`src/rtl/div_if.sv`:
```
// Execute-stage divider handshake: request/operands from the pipeline controller,
// stall, HI/LO write strobe and results back from the divider.
interface div_if #(
    parameter int WIDTH = 32
);
    logic             divE;
    logic             hassignE;
    logic             cancelE;
    logic [WIDTH-1:0] srcaE;
    logic [WIDTH-1:0] srcbE;
    logic             stallE;
    logic             hilo_weE;
    logic [WIDTH-1:0] hiE;
    logic [WIDTH-1:0] loE;

    modport master (
        output divE,
        output hassignE,
        output cancelE,
        output srcaE,
        output srcbE,
        input  stallE,
        input  hilo_weE,
        input  hiE,
        input  loE
    );

    modport slave (
        input  divE,
        input  hassignE,
        input  cancelE,
        input  srcaE,
        input  srcbE,
        output stallE,
        output hilo_weE,
        output hiE,
        output loE
    );
endinterface

```
`src/rtl/div_seq.sv`:
```
// Sequential radix-2 restoring divider for DIV/DIVU (HI = remainder, LO = quotient).
// Optional macro DIV_EARLY_OUT_EN: finish in one cycle when |dividend| < |divisor|.
module div_seq #(
    parameter int WIDTH = 32
) (
    input  logic clk,
    input  logic rst,
    div_if.slave dif
);
    localparam int CNT_W = $clog2(WIDTH) + 1;
    localparam logic [WIDTH-1:0] ONE      = {{(WIDTH-1){1'b0}}, 1'b1};
    localparam logic [CNT_W-1:0] CNT_ONE  = {{(CNT_W-1){1'b0}}, 1'b1};
    localparam logic [CNT_W-1:0] CNT_LAST = CNT_W'(WIDTH - 1);

    typedef enum logic [1:0] {
        IDLE = 2'd0,
        BUSY = 2'd1,
        DONE = 2'd2
    } state_t;

    state_t           state_q, state_d;
    logic [CNT_W-1:0] cnt_q, cnt_d;
    logic [WIDTH-1:0] rem_q, rem_d;
    logic [WIDTH-1:0] quo_q, quo_d;
    logic [WIDTH-1:0] dvs_q, dvs_d;
    logic [WIDTH-1:0] hi_q, hi_d;
    logic [WIDTH-1:0] lo_q, lo_d;
    logic             neg_q_q, neg_q_d;
    logic             neg_r_q, neg_r_d;

    logic             sgn_a, sgn_b;
    logic [WIDTH-1:0] mag_a, mag_b;
    logic [WIDTH:0]   shift_w, diff_w;
    logic [WIDTH-1:0] rem_nx, quo_nx;

    function automatic logic [WIDTH-1:0] cond_neg(input logic [WIDTH-1:0] v, input logic neg);
        return neg ? (~v + ONE) : v;
    endfunction

    // Operand magnitudes; the most-negative value maps onto itself, which is the
    // correct unsigned magnitude and makes signed overflow fall out naturally.
    assign sgn_a = dif.hassignE & dif.srcaE[WIDTH-1];
    assign sgn_b = dif.hassignE & dif.srcbE[WIDTH-1];
    assign mag_a = cond_neg(dif.srcaE, sgn_a);
    assign mag_b = cond_neg(dif.srcbE, sgn_b);

    // One restoring step: shift {rem, quo} left, trial-subtract the divisor.
    always_comb begin
        shift_w = {rem_q, quo_q[WIDTH-1]};
        diff_w  = shift_w - {1'b0, dvs_q};
        rem_nx  = shift_w[WIDTH-1:0];
        quo_nx  = {quo_q[WIDTH-2:0], 1'b0};
        if (!diff_w[WIDTH]) begin
            rem_nx = diff_w[WIDTH-1:0];
            quo_nx = {quo_q[WIDTH-2:0], 1'b1};
        end
    end

    always_comb begin
        state_d = state_q;
        cnt_d   = cnt_q;
        rem_d   = rem_q;
        quo_d   = quo_q;
        dvs_d   = dvs_q;
        neg_q_d = neg_q_q;
        neg_r_d = neg_r_q;
        hi_d    = hi_q;
        lo_d    = lo_q;

        unique case (state_q)
            IDLE: begin
                if (dif.divE) begin
                    if (dif.srcbE == '0) begin
                        state_d = DONE;
                        lo_d    = '1;
                        hi_d    = dif.srcaE;
`ifdef DIV_EARLY_OUT_EN
                    end else if (mag_a < mag_b) begin
                        state_d = DONE;
                        lo_d    = '0;
                        hi_d    = dif.srcaE;
`endif
                    end else begin
                        state_d = BUSY;
                        cnt_d   = '0;
                        rem_d   = '0;
                        quo_d   = mag_a;
                        dvs_d   = mag_b;
                        neg_q_d = sgn_a ^ sgn_b;
                        neg_r_d = sgn_a;
                    end
                end
            end
            BUSY: begin
                rem_d = rem_nx;
                quo_d = quo_nx;
                cnt_d = cnt_q + CNT_ONE;
                if (cnt_q == CNT_LAST) begin
                    state_d = DONE;
                    hi_d    = cond_neg(rem_nx, neg_r_q);
                    lo_d    = cond_neg(quo_nx, neg_q_q);
                end
            end
            DONE:    state_d = IDLE;
            default: state_d = IDLE;
        endcase

        // A flush overrides both a start and a completion; results stay untouched.
        if (dif.cancelE) begin
            state_d = IDLE;
            hi_d    = hi_q;
            lo_d    = lo_q;
        end
    end

    always_ff @(posedge clk or posedge rst) begin
        if (rst) begin
            state_q <= IDLE;
            cnt_q   <= '0;
            hi_q    <= '0;
            lo_q    <= '0;
        end else begin
            state_q <= state_d;
            cnt_q   <= cnt_d;
            hi_q    <= hi_d;
            lo_q    <= lo_d;
        end
    end

    // Working datapath registers are only meaningful while BUSY, so no reset.
    always_ff @(posedge clk) begin
        rem_q   <= rem_d;
        quo_q   <= quo_d;
        dvs_q   <= dvs_d;
        neg_q_q <= neg_q_d;
        neg_r_q <= neg_r_d;
    end

    assign dif.stallE   = dif.divE & ~dif.cancelE & (state_q != DONE);
    assign dif.hilo_weE = (state_q == DONE) & ~dif.cancelE;
    assign dif.hiE      = hi_q;
    assign dif.loE      = lo_q;
endmodule

```
`src/flat_wrapper.sv`:
```
// flat-port wrapper written by rule: the top's interface ports become plain ports
module div_seq_flat 
#(
    parameter int WIDTH = 32
)
  (clk, rst, dif_divE, dif_hassignE, dif_cancelE, dif_srcaE, dif_srcbE, dif_stallE, dif_hilo_weE, dif_hiE, dif_loE);
  div_if #(.WIDTH(WIDTH)) dif_i ();
  input  logic clk;
  input  logic rst;
  input wire logic [$bits(dif_i.divE)-1:0] dif_divE;
  input wire logic [$bits(dif_i.hassignE)-1:0] dif_hassignE;
  input wire logic [$bits(dif_i.cancelE)-1:0] dif_cancelE;
  input wire logic [$bits(dif_i.srcaE)-1:0] dif_srcaE;
  input wire logic [$bits(dif_i.srcbE)-1:0] dif_srcbE;
  output wire logic [$bits(dif_i.stallE)-1:0] dif_stallE;
  output wire logic [$bits(dif_i.hilo_weE)-1:0] dif_hilo_weE;
  output wire logic [$bits(dif_i.hiE)-1:0] dif_hiE;
  output wire logic [$bits(dif_i.loE)-1:0] dif_loE;
  assign dif_i.divE = dif_divE;
  assign dif_i.hassignE = dif_hassignE;
  assign dif_i.cancelE = dif_cancelE;
  assign dif_i.srcaE = dif_srcaE;
  assign dif_i.srcbE = dif_srcbE;
  assign dif_stallE = dif_i.stallE;
  assign dif_hilo_weE = dif_i.hilo_weE;
  assign dif_hiE = dif_i.hiE;
  assign dif_loE = dif_i.loE;
  div_seq #(.WIDTH(WIDTH)) u_core (.clk(clk), .rst(rst), .dif(dif_i));
endmodule
```
`config.mk`:
```
export PLATFORM = sky130hd
export DESIGN_NAME = div_seq_flat
export DESIGN_NICKNAME = d
export VERILOG_FILES = /design/src/rtl/div_if.sv /design/src/rtl/div_seq.sv /design/src/flat_wrapper.sv
export SDC_FILE = /design/constraint.sdc
export NUM_CORES = 1
export LEC_CHECK = 0
export CAP_MARGIN = 20
export CORE_MARGIN = 4
export CORE_UTILIZATION = 45
export DETAILED_ROUTE_END_ITERATION = 16
export PLACE_DENSITY = 0.7
export SYNTH_ARGS = -nofsm -noshare
export SYNTH_HDL_FRONTEND = slang
export SYNTH_SLANG_ARGS = --single-unit
```
`constraint.sdc`:
```
create_clock -name clk -period 10 [get_ports clk]
set_clock_uncertainty 0.15 [all_clocks]
set_input_delay 2 -clock clk [delete_from_list [all_inputs] [get_ports clk]]
set_output_delay 2 -clock clk [all_outputs]
set_load 0.1 [all_outputs]
```
==> impl_results.md, run 1 <==
* Starting density of the core at 45.68%
* Synth top area cells: edfxtp_1 (25%), dfrtp_1 (15%), xor2_1 (5.7%), nor2_1 (5.0%), nand2_1 (4.9%)
* DRC violations left at 0
* Util after Layout at 54.22%
* Hold Crit Class: flop to flop
* Wirelength, routed at 32,370 µm
* Skew-Pair Late Insertion Delay at 0.44 ns
* Die Wd at 170.6 µm
* Crit Reg-Reg Startpoint: u_core.quo_q[31]$_DFFE_PP_
* Layout cells sized above 1 at 4.727%
* Diodes inserted at 0
* Post-CTS Hold Buffers at 0
* Status: complete, no violations
* Sw frac at 51.26%
* Starting DRT DRC Count at 1,003
* Avg Inst Size Synth at 8.714 µm²
* Max rail drop VDD at 260.5 µV
* Clock sinks at 170
* Fill count at 2,395
* Global-route wire length before repair at 51,780 µm
* Post-CTS setup buffers at 0
* Power, Total at 3777 µW
* Async SR Flop Fraction at 42.35%
* Top FF cell, synth: edfxtp_1
* Register area share after synthesis at 39.86%
* Unrepaired setup endpoints after global routing: false
* Sw power at 1936 µW
* Post-synth EDFFs at 98
* Relative slew slack at 22.22%
* HP Start: u_core.dif.hiE[17]$_DFFE_PP0P_
* Global route overflow at 0
* Syn Inst Count at 1,366
* Crit Path Category: flop to flop
* CTS H-tree lvls at 4
* Leakage power at 0.005460 µW
* Area of placed instances at 13,510 µm²
* Bufs on Longest Clock Path at 2
* FMAX at 0.1478 GHz
* WL per Instance at 17.82 µm
* Worst r2r dst: u_core.dif.hiE[26]$_DFFE_PP0P_
* CTS clk-pin slew, worst paths at 0.07 ns
* Initial antenna violation count at 0
* Final Cell Area at 14,130 µm²
* R2R Setup Slk at 3.24 ns
* Root buffer cell: clkbuf_16
* 1st-pass router iterations at 5
* Required time worst endpoint at 10.20 ns
* Pwr dens at 267.4 nW/µm²
* Top cell type's share of synthesized area at 24.72%
* Crit path max fanout at 44
* Vias in the first global route at 9,937
* Seq pwr share at 28.6%
* Endpoint, Worst Hold: u_core.dif.hiE[17]$_DFFE_PP0P_
* Cell taking the most area after synthesis: edfxtp_1
* Largest net degree at the start of global routing at 73
* Core area at 26,060 µm²
* Non-Filler Instances at 1,816
* Die ar. at 29,120 µm²
* Cell-internal power at 1841 µW
* Synth Register Bits at 170
* Synth Area in XOR/XNOR at 10.38%
* Slew @ Worst Pin at 1.158 ns
* Via-to-Cell Ratio at 5.775
* Final nets at 1,575
* Synth unique cells at 74
* Synth Net Count at 1,473
* Placed insts at 1,782
* Antenna-violating nets left at 0
* Setup TNS at 0 ns
* Setup Viol. Count Final at 0
* RePlAce Congestion at 0.9390
* WP data arrival at 6.97 ns
* CTS buffer count at 17
* Largest family of logic cells by synthesized area: simple AND/OR/NAND/NOR gates
* Complex-gate fraction of the synthesized area at 19.26%
* YS warnings at 0
* # IOs at 135
* Post-CTS sizing at 0
* Clk pwr share at 17.9%
* Via count at 10,488
* Total GRT Usage at 21.92%
* FF-to-FF path depth at 23
* Num rows at 59
* Synthesized-area fraction occupied by and/or/nand/nor cells at 20.06%
* Hold Vio Cnt, Final at 0
* Synthesized area at 11,900 µm²
* Commonest non-fill, non-tap cells in the layout: nand2_1 (156), nor2_1 (156), clkdlybuf4s50_1 (134)
* Slew Limit Fails at 0
* Logic pwr share at 53.5%
* Post-synthesis mux area share at 2.533%
* Tmin final at 6.764 ns
* Max-Cap Viols at 0
* Period utilization at 67.64%
* Crit path capture type: flop
* Type of origin of the critical path: flop
* Adder-Cell Fraction of Synth Area at 4.058%
* TritonCTS clock tree: yes
* Post-DP HPWL at 24,740 µm
* Worst Hold Path Cells at 2
* Area delta synth->final at 18.70%
* Port bufs at 134
* Die H at 170.6 µm
state kept, by name, indices dropped and copies added, names as in the netlist:
register        cells
u_core.dvs_q       32
u_core.neg_q_q      1
u_core.rem_q       32
u_core.neg_r_q      1
u_core.cnt_q        6
u_core.dif.hiE     32
u_core.dif.loE     32
u_core.quo_q       32
u_core.state_q      2
final cells by class:
cell class | count | area [µm²] | share of cell area (%)
flip-flops and latches | 170 | 4745 | 33.58
well taps | 335 | 419.2 | 2.967
repair buffers | 145 | 1434 | 10.15
inverters | 54 | 205.2 | 1.452
multi-input cells | 1080 | 6729 | 47.63
clock inverters | 15 | 171.4 | 1.213
clock buffers | 17 | 425.4 | 3.011
power groups by stage:
stage	Clock (µW)	Sequential [µW]	Combinational (µW)
after floorplan	0	1800	799
after global placement	0	1090	1990
after detailed placement	0	1090	2010
after CTS	682	1080	2020
after global routing	711	1100	2160
final	676	1080	2020
cell families after synthesis:
kind of cell	count (synthesis)
adder cells (fa/ha/maj)	38
AO/OA/AOI/OAI	366
multiplexers	29
flip-flops	170
buffers and inverters	116
XOR/XNOR	141
AND/OR/NAND/NOR	506
worst max-delay path: stages (launching register included):
cell and delay [ns]:
edfxtp_1 0.40, inv_1 0.07, ha_1 0.19, inv_1 0.07
fa_1 0.23, a211oi_1 0.10, o211a_1 0.26, or4_4 0.60
a2111oi_4 0.53, o41ai_4 0.21, nor2_8 0.65, inv_4 0.38
mux2i_1 0.34, ha_1 0.25, nand2_1 0.09, a21oi_1 0.22
o21ai_0 0.12, nor4_1 0.30, nor2_1 0.15, or3b_1 0.51
o31ai_1 0.32, xor2_1 0.24, nand2_1 0.08, a31oi_1 0.18
worst max-delay path by stage:
stage / from / to / depth (start not counted)
floorplan: dif_srcbE[0] / u_core.cnt_q[4]$_DFFE_PP0P_ / 13
global placement: dif_srcbE[0] / u_core.dif.hiE[30]$_DFFE_PP0P_ / 16
detailed placement: dif_srcbE[0] / u_core.dif.hiE[30]$_DFFE_PP0P_ / 16
CTS: dif_srcbE[0] / u_core.dif.hiE[30]$_DFFE_PP0P_ / 16
global route: u_core.rem_q[3]$_SDFFCE_PN0P_ / u_core.dif.hiE[26]$_DFFE_PP0P_ / 20
finish: u_core.quo_q[31]$_DFFE_PP_ / u_core.dif.hiE[26]$_DFFE_PP0P_ / 23
routing by layer:
layer  wire length (µm)  global-route usage, %
met1              14400                  29.95
met2              15260                  36.85
met3               2122                  3.050
met4                541                  5.521
met5                 44                  1.171
cells in the mapped netlist, types with 26 or more instances:
cell type  number
nor2_1        157
edfxtp_1       98
ha_1           37
dfrtp_1        72
nor3_1         32
xnor2_1        63
inv_1          52
mux2i_1        26
nand2_1       156
o21ai_0        92
clkbuf_1       49
xor2_1         78
a21oi_1       113
o31ai_1        28
stage by stage:
step / worst slack [ns] / hold WS, ns
finish: 3.236 / 0.3424
global route: 2.838 / 0.3879
CTS: 2.996 / 0.3478
detailed placement: 2.557 / 0.3324
global placement: 2.746 / 0.3142
floorplan: 3.309 / 0.3097
No activity file was read; power rests on OpenSTA's default activity.
==> inputs of run 2 (changes only) <==
PLACE_DENSITY = 0.73   (was 0.7)
clock period = 5.9 ns   (was 10 ns; I/O delays follow)
==> impl_results.md, run 2 (synthesis gave the netlist of run 1 again) <==
* Starting DRT DRC Count at 907
* Required time worst endpoint at 6.11 ns
* WL per Instance at 17.73 µm
* Post-DP HPWL at 25,040 µm
* Top sig layer: met4
* Area delta synth->final at 20.00%
* FMAX at 0.1760 GHz
* Die Wd at 170.6 µm
* Endpoint, Worst Hold: u_core.dif.hiE[2]$_DFFE_PP0P_
* Logic pwr share at 54.4%
* Pwr dens at 448.7 nW/µm²
* Worst r2r dst: u_core.dif.hiE[24]$_DFFE_PP0P_
* Relative slew slack at 32.76%
* Max-Cap Viols at 0
* 1st-pass router iterations at 5
* Seq pwr share at 28.4%
* Vias in the first global route at 9,903
* Area of placed instances at 13,670 µm²
* Status: complete, no violations
* CTS clk-pin slew, worst paths at 0.07 ns
* Crit path buf inv count at 3
* Setup TNS at 0 ns
* Crit path capture type: flop
* Skew-Pair Late Insertion Delay at 0.44 ns
* Leakage power at 0.005547 µW
* Hold Vio Cnt, Final at 0
* Global route overflow at 0
* Met3 WL at 2031 µm
* Clock sinks at 170
* Unrepaired setup endpoints after global routing: false
* Multi-input gate area at 6749 µm²
* Bufs on Longest Clock Path at 2
* FF-to-FF path depth at 23
* Port bufs at 134
* Final Cell Area at 14,280 µm²
* Num rows at 59
* Via-to-Cell Ratio at 5.713
* Slew @ Worst Pin at 1.005 ns
* Worst Hold Path Cells at 2
* Slowest stage cell, crit path: or4_4
* Via count at 10,478
* TritonCTS clock tree: yes
* Pre-CTS WS at 0.1362 ns
* RePlAce Congestion at 0.9103
* Crit Reg-Reg Startpoint: u_core.quo_q[31]$_DFFE_PP_
* Die ar. at 29,120 µm²
* Met2 wire length at 14,950 µm
* # IOs at 135
* Routed length on met1 at 14,730 µm
* Sw power at 3277 µW
* Max rail drop VDD at 431.1 µV
* Wirelength, routed at 32,530 µm
* Period utilization at 96.31%
* Layout cells sized above 1 at 6.071%
* Hold Crit Class: flop to flop
* Sequential cell area at 4745 µm²
* Slew Limit Fails at 0
* Setup Viol. Count Final at 0
* Die H at 170.6 µm
* DRC violations left at 0
* CP delay by family, top: simple AND/OR/NAND/NOR gates
* HP Start: u_core.dif.hiE[2]$_DFFE_PP0P_
* WP data arrival at 5.89 ns
* Global-route wire length before repair at 51,400 µm
* Crit Path Category: flop to flop
* Total GRT Usage at 21.97%
* Crit-path max cell delay at 0.59 ns
* Core area at 26,060 µm²
* CTS H-tree lvls at 4
* Clk pwr share at 17.2%
* Crit-path cells: inv_1 > ha_1 > inv_1 > fa_1 > a211oi_1 > o211a_1 > or4_4 > a2111oi_4 > and2_4 > nor2_8 > inv_4 > mux2i_1 > ha_1 > nand2_1 > a21oi_2 > o21ai_0 > nor4_1 > nor2_1 > or3b_4 > o41ai_4 > xor2_1 > mux2i_1 > o21ai_1
* Type of origin of the critical path: flop
* Cell-internal power at 3133 µW
* Tmin final at 5.682 ns
* Starting density of the core at 45.68%
* Sw frac at 51.13%
* CTS buffer count at 17
* Diodes inserted at 0
* Initial antenna violation count at 0
* Commonest non-fill, non-tap cells in the layout: nand2_1 (156), nor2_1 (156), clkdlybuf4s50_1 (134)
* Crit path max fanout at 5
* Antenna-violating nets left at 0
* Fill count at 2,375
* Largest net degree at the start of global routing at 73
* Setup slack after layout at 0.2176 ns
* Final nets at 1,593
* Root buffer cell: clkbuf_16
* R2R Setup Slk at 0.22 ns
run 2: worst max-delay path by stage:
stage                                  startpoint                              to  slack (ns)  cells past startpoint
global route           u_core.quo_q[31]$_DFFE_PP_  u_core.dif.hiE[24]$_DFFE_PP0P_        0.01                     23
global placement    u_core.rem_q[4]$_SDFFCE_PN0P_  u_core.dif.hiE[24]$_DFFE_PP0P_        0.36                     20
finish                 u_core.quo_q[31]$_DFFE_PP_  u_core.dif.hiE[24]$_DFFE_PP0P_        0.22                     23
detailed placement  u_core.rem_q[4]$_SDFFCE_PN0P_  u_core.dif.hiE[24]$_DFFE_PP0P_        0.14                     20
CTS                 u_core.rem_q[4]$_SDFFCE_PN0P_  u_core.dif.hiE[24]$_DFFE_PP0P_        0.09                     20
floorplan                            dif_srcbE[0]     u_core.cnt_q[4]$_DFFE_PP0P_        0.03                     13
run 2: timing repair:
| action | CTS | global route |
|---|---|---|
| endpoints found under the setup margin | 0 | 3 |
| hold buffers | 0 | 0 |
| buffers inserted | 0 | 1 |
| gates resized for setup | 0 | 5 |
run 2: layer usage:
layer	GRT usage (%)	up-vias
met4	7.535	0
met2	35.40	366
li1	-	5172
met1	30.28	4884
met3	3.512	56
met5	0	-
run 2: area by class of cell:
type                            instances  share of cell area, %
Clock buffer                           17                  2.978
Inverter                               54                  1.437
Clock inverter                         15                  1.095
Multi-Input combinational cell       1080                  47.25
Timing Repair Buffer                  163                  11.09
Tap cell                              335                  2.934
Sequential cell                       170                  33.22
run 2: worst min-delay path, stage by stage (launching register included):
cell and delay, ns:
dfrtp_1 0.35, nand2_1 0.05, o21ai_0 0.06
run 2: power by group through the flow:
| stage | Sequential (µW) | Combinational [µW] | Clock (µW) |
|---|---|---|---|
| floorplan | 3050 | 1350 | 0 |
| global placement | 1830 | 3430 | 0 |
| detailed placement | 1840 | 3450 | 0 |
| CTS | 1820 | 3470 | 1120 |
| global route | 1850 | 3700 | 1170 |
| finish | 1820 | 3490 | 1100 |
run 2: stage by stage:
step                      total power [µW]  instances  hold slack [ns]  utilization, %
after floorplan                       4400       1366           0.3097               -
after global placement                5253       1801           0.3170           52.48
after detailed placement              5292       1801           0.3237           52.48
after CTS                             6405       1833           0.3405           54.71
after global routing                  6729       1834           0.3705           54.81
final                                 6410       1834           0.3386           54.81
